[config.mk]
export PLATFORM = sky130hd
export DESIGN_NAME = hls_deadlock_report_ctrl
export DESIGN_NICKNAME = d
export VERILOG_FILES = /design/src/rtl/hls_deadlock_report_ctrl.sv
export SDC_FILE = /design/constraint.sdc
export NUM_CORES = 1
export LEC_CHECK = 0
export CAP_MARGIN = 25
export CORE_MARGIN = 2
export CORE_UTILIZATION = 33
export DETAILED_ROUTE_END_ITERATION = 6
export GPL_TIMING_DRIVEN = 0
export MAX_ROUTING_LAYER = met4
export PLACE_DENSITY = 0.61
export REMOVE_ABC_BUFFERS = 1
export SETUP_SLACK_MARGIN = 0.5
export SLEW_MARGIN = 5
export SYNTH_ARGS = -nofsm -noshare
export SYNTH_HDL_FRONTEND = slang
export SYNTH_SLANG_ARGS = --single-unit
export TNS_END_PERCENT = 20
[constraint.sdc]
create_clock -name clock -period 2.05 [get_ports clock]
set_input_delay 0.3075 -clock clock [delete_from_list [all_inputs] [get_ports clock]]
set_output_delay 0.3075 -clock clock [all_outputs]
set_load 0.01 [all_outputs]
[src/rtl/hls_deadlock_report_ctrl.sv]
// Purpose: confirms persistent per-dataflow deadlock monitor block flags and reports each one once, round-robin.
// Latency: pending is set CONFIRM_CYCLES cycles after the first sampled high; report_valid follows one cycle later.
// Backpressure: report_valid/idx/ts are held stable until report_ready; no new report is started while one is waiting.
// Optional: define HLS_DEADLOCK_TIMESTAMP_EN to build the free-running cycle counter that stamps report_ts.
module hls_deadlock_report_ctrl #(
    parameter int NUM_MON        = 4,
    parameter int CONFIRM_CYCLES = 16,
    localparam int IDX_W         = (NUM_MON > 1) ? $clog2(NUM_MON) : 1
) (
    input  logic               clock,
    input  logic               reset,
    input  logic [NUM_MON-1:0] block_in,
    input  logic               clear,
    output logic               report_valid,
    input  logic               report_ready,
    output logic [IDX_W-1:0]   report_idx,
    output logic [31:0]        report_ts,
    output logic [NUM_MON-1:0] deadlock_sticky
);

    localparam logic [15:0] CONFIRM_M1 = 16'(CONFIRM_CYCLES - 1);

    typedef enum logic {IDLE, SEND} state_t;

    state_t             state;
    logic [15:0]        cnt [NUM_MON];
    logic [NUM_MON-1:0] armed;
    logic [NUM_MON-1:0] pending;
    logic [NUM_MON-1:0] confirm;
    logic [NUM_MON-1:0] pending_nxt;
    logic [NUM_MON-1:0] sticky_nxt;
    logic [IDX_W-1:0]   rr_ptr;
    logic [IDX_W-1:0]   grant_idx;
    logic [IDX_W-1:0]   pos_idx;
    logic               grant_hit;
    logic               handshake;

    assign handshake = report_valid & report_ready;

    // A monitor confirms on the edge its counter reaches CONFIRM_CYCLES, once per high episode.
    always_comb begin
        for (int i = 0; i < NUM_MON; i++) begin
            confirm[i] = block_in[i] && armed[i] && (cnt[i] == CONFIRM_M1);
        end
    end

    // Persistence counters saturate at 16 bits; armed re-arms only after a sampled low.
    always_ff @(posedge clock) begin
        if (reset) begin
            for (int i = 0; i < NUM_MON; i++) begin
                cnt[i] <= '0;
            end
            armed <= '1;
        end else begin
            for (int i = 0; i < NUM_MON; i++) begin
                if (block_in[i]) begin
                    if (cnt[i] != 16'hFFFF) begin
                        cnt[i] <= cnt[i] + 16'd1;
                    end
                    if (confirm[i]) begin
                        armed[i] <= 1'b0;
                    end
                end else begin
                    cnt[i]   <= '0;
                    armed[i] <= 1'b1;
                end
            end
        end
    end

    // Round-robin pick: first pending bit at or above rr_ptr, wrapping past NUM_MON-1.
    always_comb begin
        grant_idx = '0;
        grant_hit = 1'b0;
        pos_idx   = '0;
        for (int k = 0; k < NUM_MON; k++) begin
            pos_idx = IDX_W'((int'(rr_ptr) + k) % NUM_MON);
            if (!grant_hit && pending[pos_idx]) begin
                grant_hit = 1'b1;
                grant_idx = pos_idx;
            end
        end
    end

    // Next pending/sticky: clear wipes both, the handshake still lands its sticky bit, confirmations win over clear.
    always_comb begin
        pending_nxt = clear ? '0 : pending;
        sticky_nxt  = clear ? '0 : deadlock_sticky;
        if (handshake) begin
            pending_nxt[report_idx] = 1'b0;
            sticky_nxt[report_idx]  = 1'b1;
        end
        pending_nxt = pending_nxt | confirm;
    end

    // Report FSM with registered valid/idx; the in-flight report is never altered by clear or block_in.
    always_ff @(posedge clock) begin
        if (reset) begin
            state           <= IDLE;
            report_valid    <= 1'b0;
            report_idx      <= '0;
            pending         <= '0;
            deadlock_sticky <= '0;
            rr_ptr          <= '0;
        end else begin
            pending         <= pending_nxt;
            deadlock_sticky <= sticky_nxt;
            case (state)
                IDLE: begin
                    if (|pending) begin
                        state        <= SEND;
                        report_valid <= 1'b1;
                        report_idx   <= grant_idx;
                    end
                end
                SEND: begin
                    if (handshake) begin
                        state        <= IDLE;
                        report_valid <= 1'b0;
                        rr_ptr       <= (report_idx == IDX_W'(NUM_MON - 1)) ? '0 : report_idx + 1'b1;
                    end
                end
                default: begin
                    state        <= IDLE;
                    report_valid <= 1'b0;
                end
            endcase
        end
    end

`ifdef HLS_DEADLOCK_TIMESTAMP_EN
    logic [31:0] ts_cnt;

    // Free-running cycle counter; the report stamp is taken on the IDLE->SEND edge.
    always_ff @(posedge clock) begin
        if (reset) begin
            ts_cnt    <= '0;
            report_ts <= '0;
        end else begin
            ts_cnt <= ts_cnt + 32'd1;
            if (state == IDLE && |pending) begin
                report_ts <= ts_cnt;
            end
        end
    end
`else
    assign report_ts = '0;
`endif

endmodule

-- Word-level counts from Yosys, hierarchy flattened
Memory sizes are Yosys's and may differ from the RTL's.
Index checks and enable logic that the tools add are counted.
- $add $sub $neg: 8
- mux-type cells: 66
- order comparisons: 6
- bitwise gates (word level): 18
- reductions and logical operators: 23
- equality and inequality tests: 11
- operators by type and width (cell ; number):
    $mux W16 ; 8
    $add A16 B1 Y16 const B ; 4
    $eq A16 B4 Y1 const B ; 4
    $ne A16 B16 Y1 const B ; 4
    $mux W1 ; 42
    $mux W4 ; 4
    $lt A2 B3 Y1 const B ; 5
    $logic_and A1 B1 Y1 ; 12
    $mux W2 ; 5
    $bmux W1 S2 ; 4
    $or A1 B1 Y1 ; 8
    $or A4 B4 Y4 ; 2
    $reduce_or A2 Y1 ; 4
    $reduce_and A2 Y1 ; 3
    $not A1 Y1 ; 5
    $add A2 B1 Y2 const B ; 2
    $add A2 B2 Y2 const B ; 2
    $and A4 B4 Y4 ; 1
    $not A4 Y4 ; 1
    $pmux W1 S2 ; 2
    $reduce_or A4 Y1 ; 1
    $logic_not A1 Y1 ; 3
    $demux W1 S2 ; 1
    $eq A2 B2 Y1 const B ; 1
    other kinds (4) ; 4
- logic and storage cells: 143
- memories kept: 1
- bits of input ports: 8
- memory bits (writable): 64
- register bits after elaboration: 18
- memories (name ; words ; bits a word ; rd ports ; clocked after memory_dff ; write ports ; RTL line ; text):
    cnt ; 4 ; 16 ; 4 ; 0 ; 4 ; 26 ; logic [15:0] cnt [NUM_MON];

-- Longest topological paths before layout
- depth in word-level cells: 12
- depth in mapped cells: 6

-- Least setup slack after synthesis
No wires, ideal clock.
- path type: register -> register
- start point: memory cnt[2][0]
- end point: memory cnt[2][0], enable pin
- buffers on the path: 0
- stages on the path, launching flop included: 5
- slack: 64 ps
- arrival time: 1533 ps
- required time: 1597 ps
- clock period less this slack: 1986 ps
- cells stage by stage: edfxtp_1 > ha_1 > nand3_1 > nor3_4 > nand4_1
- RTL lines (what ; RTL line):
    start, declared ; 26

==> impl_metrics.env <==
export IMPL_async_reset_ff_frac=0
export IMPL_fillCellCount=1312
export IMPL_finalCriticalPeriod_ps=1639
export IMPL_drt_iter0_markers=281
export IMPL_htreeDepth=3
export IMPL_seqPwrFrac=0.504
export IMPL_drcViolationCount=0
export IMPL_track_usage=0.1300
export IMPL_grt_pass1_wl_um=15000
export IMPL_cts_tree="yes"
export IMPL_p_total_mw=3.541
export IMPL_via_per_inst=4.887
export IMPL_hold_class="in2reg"
export IMPL_slew_viol_final=0
export IMPL_grt_overflow_total=0
export IMPL_avgSynthCellArea_um2=10.00
export IMPL_grt_max_degree=22
export IMPL_holdBufCountCts=0
export IMPL_place_inst=645
export IMPL_n_antenna_cell=0
export IMPL_final_setup_skew_ps=7.256
export IMPL_cts_buffers=9
export IMPL_area_growth_pct=21.81
export IMPL_grt_pass1_vias=3169
export IMPL_crit_slowest_cell="edfxtp_1"
export IMPL_fin_nets=528
export IMPL_routed_wirelength_um=9291
export IMPL_cellLeakagePower_nw=2.026
export IMPL_clock_latency_ps=330
export IMPL_timing_final_crit_share=0.7994
export IMPL_antenna_found_initial=0
export IMPL_crit_buf_inv=1
export IMPL_setup_viol=0
export IMPL_crit_family="simple AND/OR/NAND/NOR gates"
export IMPL_clock_path_buffers=2
export IMPL_pin_count=47
export IMPL_maxCapViolCount=0
export IMPL_cp_max_fo=11
export IMPL_clock_sinks=82
export IMPL_vdd_drop_max_mv=0.4243
export IMPL_ys_seq_area_frac=0.4961
export IMPL_yosys_area_top_type="edfxtp_1"
export IMPL_start_util=0.3340
export IMPL_drt_pass1_iterations=4
export IMPL_clockRootBuffer="clkbuf_16"
export IMPL_path_cells="ha_2, and3_2, nand3_2, o21ai_4, buf_12, nor2_1"
export IMPL_syn_area_um2=4601
export IMPL_place_hpwl_um=5735
export IMPL_p_int_mw=2.822
export IMPL_wl_per_cell_um=13.33
export IMPL_path_clk_slew_ps=60
export IMPL_gp_congestion=0.8637
export IMPL_dieArea_um2=14900
export IMPL_synth_flop_cell="edfxtp_1"
export IMPL_clock_power_share=0.462
export IMPL_synth_distinct_cells=46
export IMPL_hold_viol_final=0
export IMPL_rows=43
export IMPL_synth_top_area_share=0.4177
export IMPL_fmax_mhz=610.2
export IMPL_synth_edff_count=64
export IMPL_start_kind="flop"
export IMPL_rsz0062_at_grt="yes"
export IMPL_power_switching_uw=719.1
export IMPL_dieHeight_um=122.1
export IMPL_arrival_ps=1730
export IMPL_required_ps=2140
export IMPL_vias=3406
export IMPL_ys_seq_elements=82
export IMPL_ant_nets=0
export IMPL_whs_ps=442.3
export IMPL_port_buffers=14
export IMPL_core_area_um2=13770
export IMPL_critPathMaxStageDelay_ps=390
export IMPL_status="completed"
export IMPL_p_per_area_nw_per_um2=631.9
export IMPL_path_class="reg2reg"
export IMPL_synthTopCellsByArea="edfxtp_1, dfxtp_1, xnor2_1"
export IMPL_synth_warnings=0
export IMPL_chipWidth_um=122.1
export IMPL_final_layout_size_suffix_gt1_frac=0.1683
export IMPL_cp_end_kind="flop"
export IMPL_netlist_instances=460
export IMPL_comb_power_share=0.034
export IMPL_fin_cells=697
export IMPL_switching_share=0.2030
path summary, 6_finish.rpt:
path                                               from                             to  slack, ps  depth (start not counted)
worst max-delay path            cnt[3][1]$_SDFFCE_PP0P_       cnt[3][15]$_SDFFCE_PP0P_        410                          6
worst max register to register  cnt[3][1]$_SDFFCE_PP0P_       cnt[3][15]$_SDFFCE_PP0P_        410                          6
worst min-delay path                              reset  deadlock_sticky[2]$_SDFF_PP0_        440                          2
worst min register to register    armed[3]$_SDFFE_PP1P_          armed[3]$_SDFFE_PP1P_        450                          2
timing repair:
action,in CTS,in global routing
gates resized for setup,25,21
gates cloned,2,0
pin swaps,6,12
setup buffers,19,15
endpoints found under the setup margin,133,131
power groups by stage:
stage | clock [mW] | sequential [mW] | combinational (mW)
after global routing | 1.73 | 1.79 | 0.135
final | 1.64 | 1.79 | 0.119
after global placement | 0 | 1.82 | 0.0975
after detailed placement | 0 | 1.82 | 0.0974
after floorplan | 0 | 1.82 | 0.0624
after CTS | 1.67 | 1.78 | 0.115
cell type report:
type                    count  area (um2)  share of cell area
multi-input cells         352        2293              0.4092
flip-flops and latches     82        2283              0.4075
repair buffers             49       429.2             0.07658
clock buffers              11       252.7             0.04510
well taps                 180       225.2             0.04019
inverters                  18       67.56             0.01206
clock inverters             5       52.55            0.009377
kinds of logic (layout without fill, tap and decap cells):
kind of cell	count (synthesis)	in the layout	synth area share
buffers and inverters	58	83	0.07723
adders and majority gates	8	8	0.02176
muxes	2	2	0.004352
xor gates and xnor gates	53	53	0.1009
other	1	32	0.0008151
and+or+nand+nor	226	226	0.2586
AOI/OAI and AO/OA	30	31	0.04025
DFF	82	82	0.4961
cell usage after synthesis (2+ instances only):
master,n
nor2_1,72
edfxtp_1,64
xnor2_1,41
buf_4,34
nor4_1,28
nand3_1,27
nand2_1,25
dfxtp_1,18
inv_1,18
nand4_1,17
a21oi_1,12
xor2_1,12
nor3_1,11
ha_1,8
nand2b_1,8
nor2b_1,7
o21ai_0,7
nand3b_1,6
and3_1,5
a21o_1,4
and4_1,4
or3_1,3
buf_2,2
clkbuf_1,2
mux2i_1,2
nand3_2,2
nor2_2,2
state kept, by name, indices dropped and copies added, names as in the netlist:
name	count
armed	4
cnt	64
deadlock_sticky	4
pending	4
report_idx	2
report_valid	1
rr_ptr	2
state	1
cells in the final DEF (no fill, tap or decap), types with 12 or more instances in the layout:
master,instances
nand2_1,25
xnor2_1,41
a21oi_1,12
dfxtp_1,17
nor2_1,70
nand3_1,22
nor4_1,24
buf_4,30
inv_1,18
edfxtp_1,64
conb_1,32
xor2_1,12
nand4_1,17
layer usage:
metal  track usage  part of all wire  vias up  wire length, um
li1              -                 -     1690                -
met4       0.04310             0.017        0              154
met3       0.03230             0.036       18              335
met5             -                 0        -                0
met1        0.1618              0.46     1640             4272
met2        0.2074              0.49       58             4530
metrics by stage:
stage	util	area [um2]	setup slack (ps)	setup TNS (ps)
2_1_floorplan	-	4429	64.49	0
3_3_place_gp	0.3481	4795	-730.7	-53880
3_5_place_dp	0.3481	4795	-807.1	-56190
4_1_cts	0.3904	5378	363.3	0
5_1_grt	0.4069	5604	331.3	0
6_report	0.4069	5604	411.2	0
(Power assumes the default switching activity.)
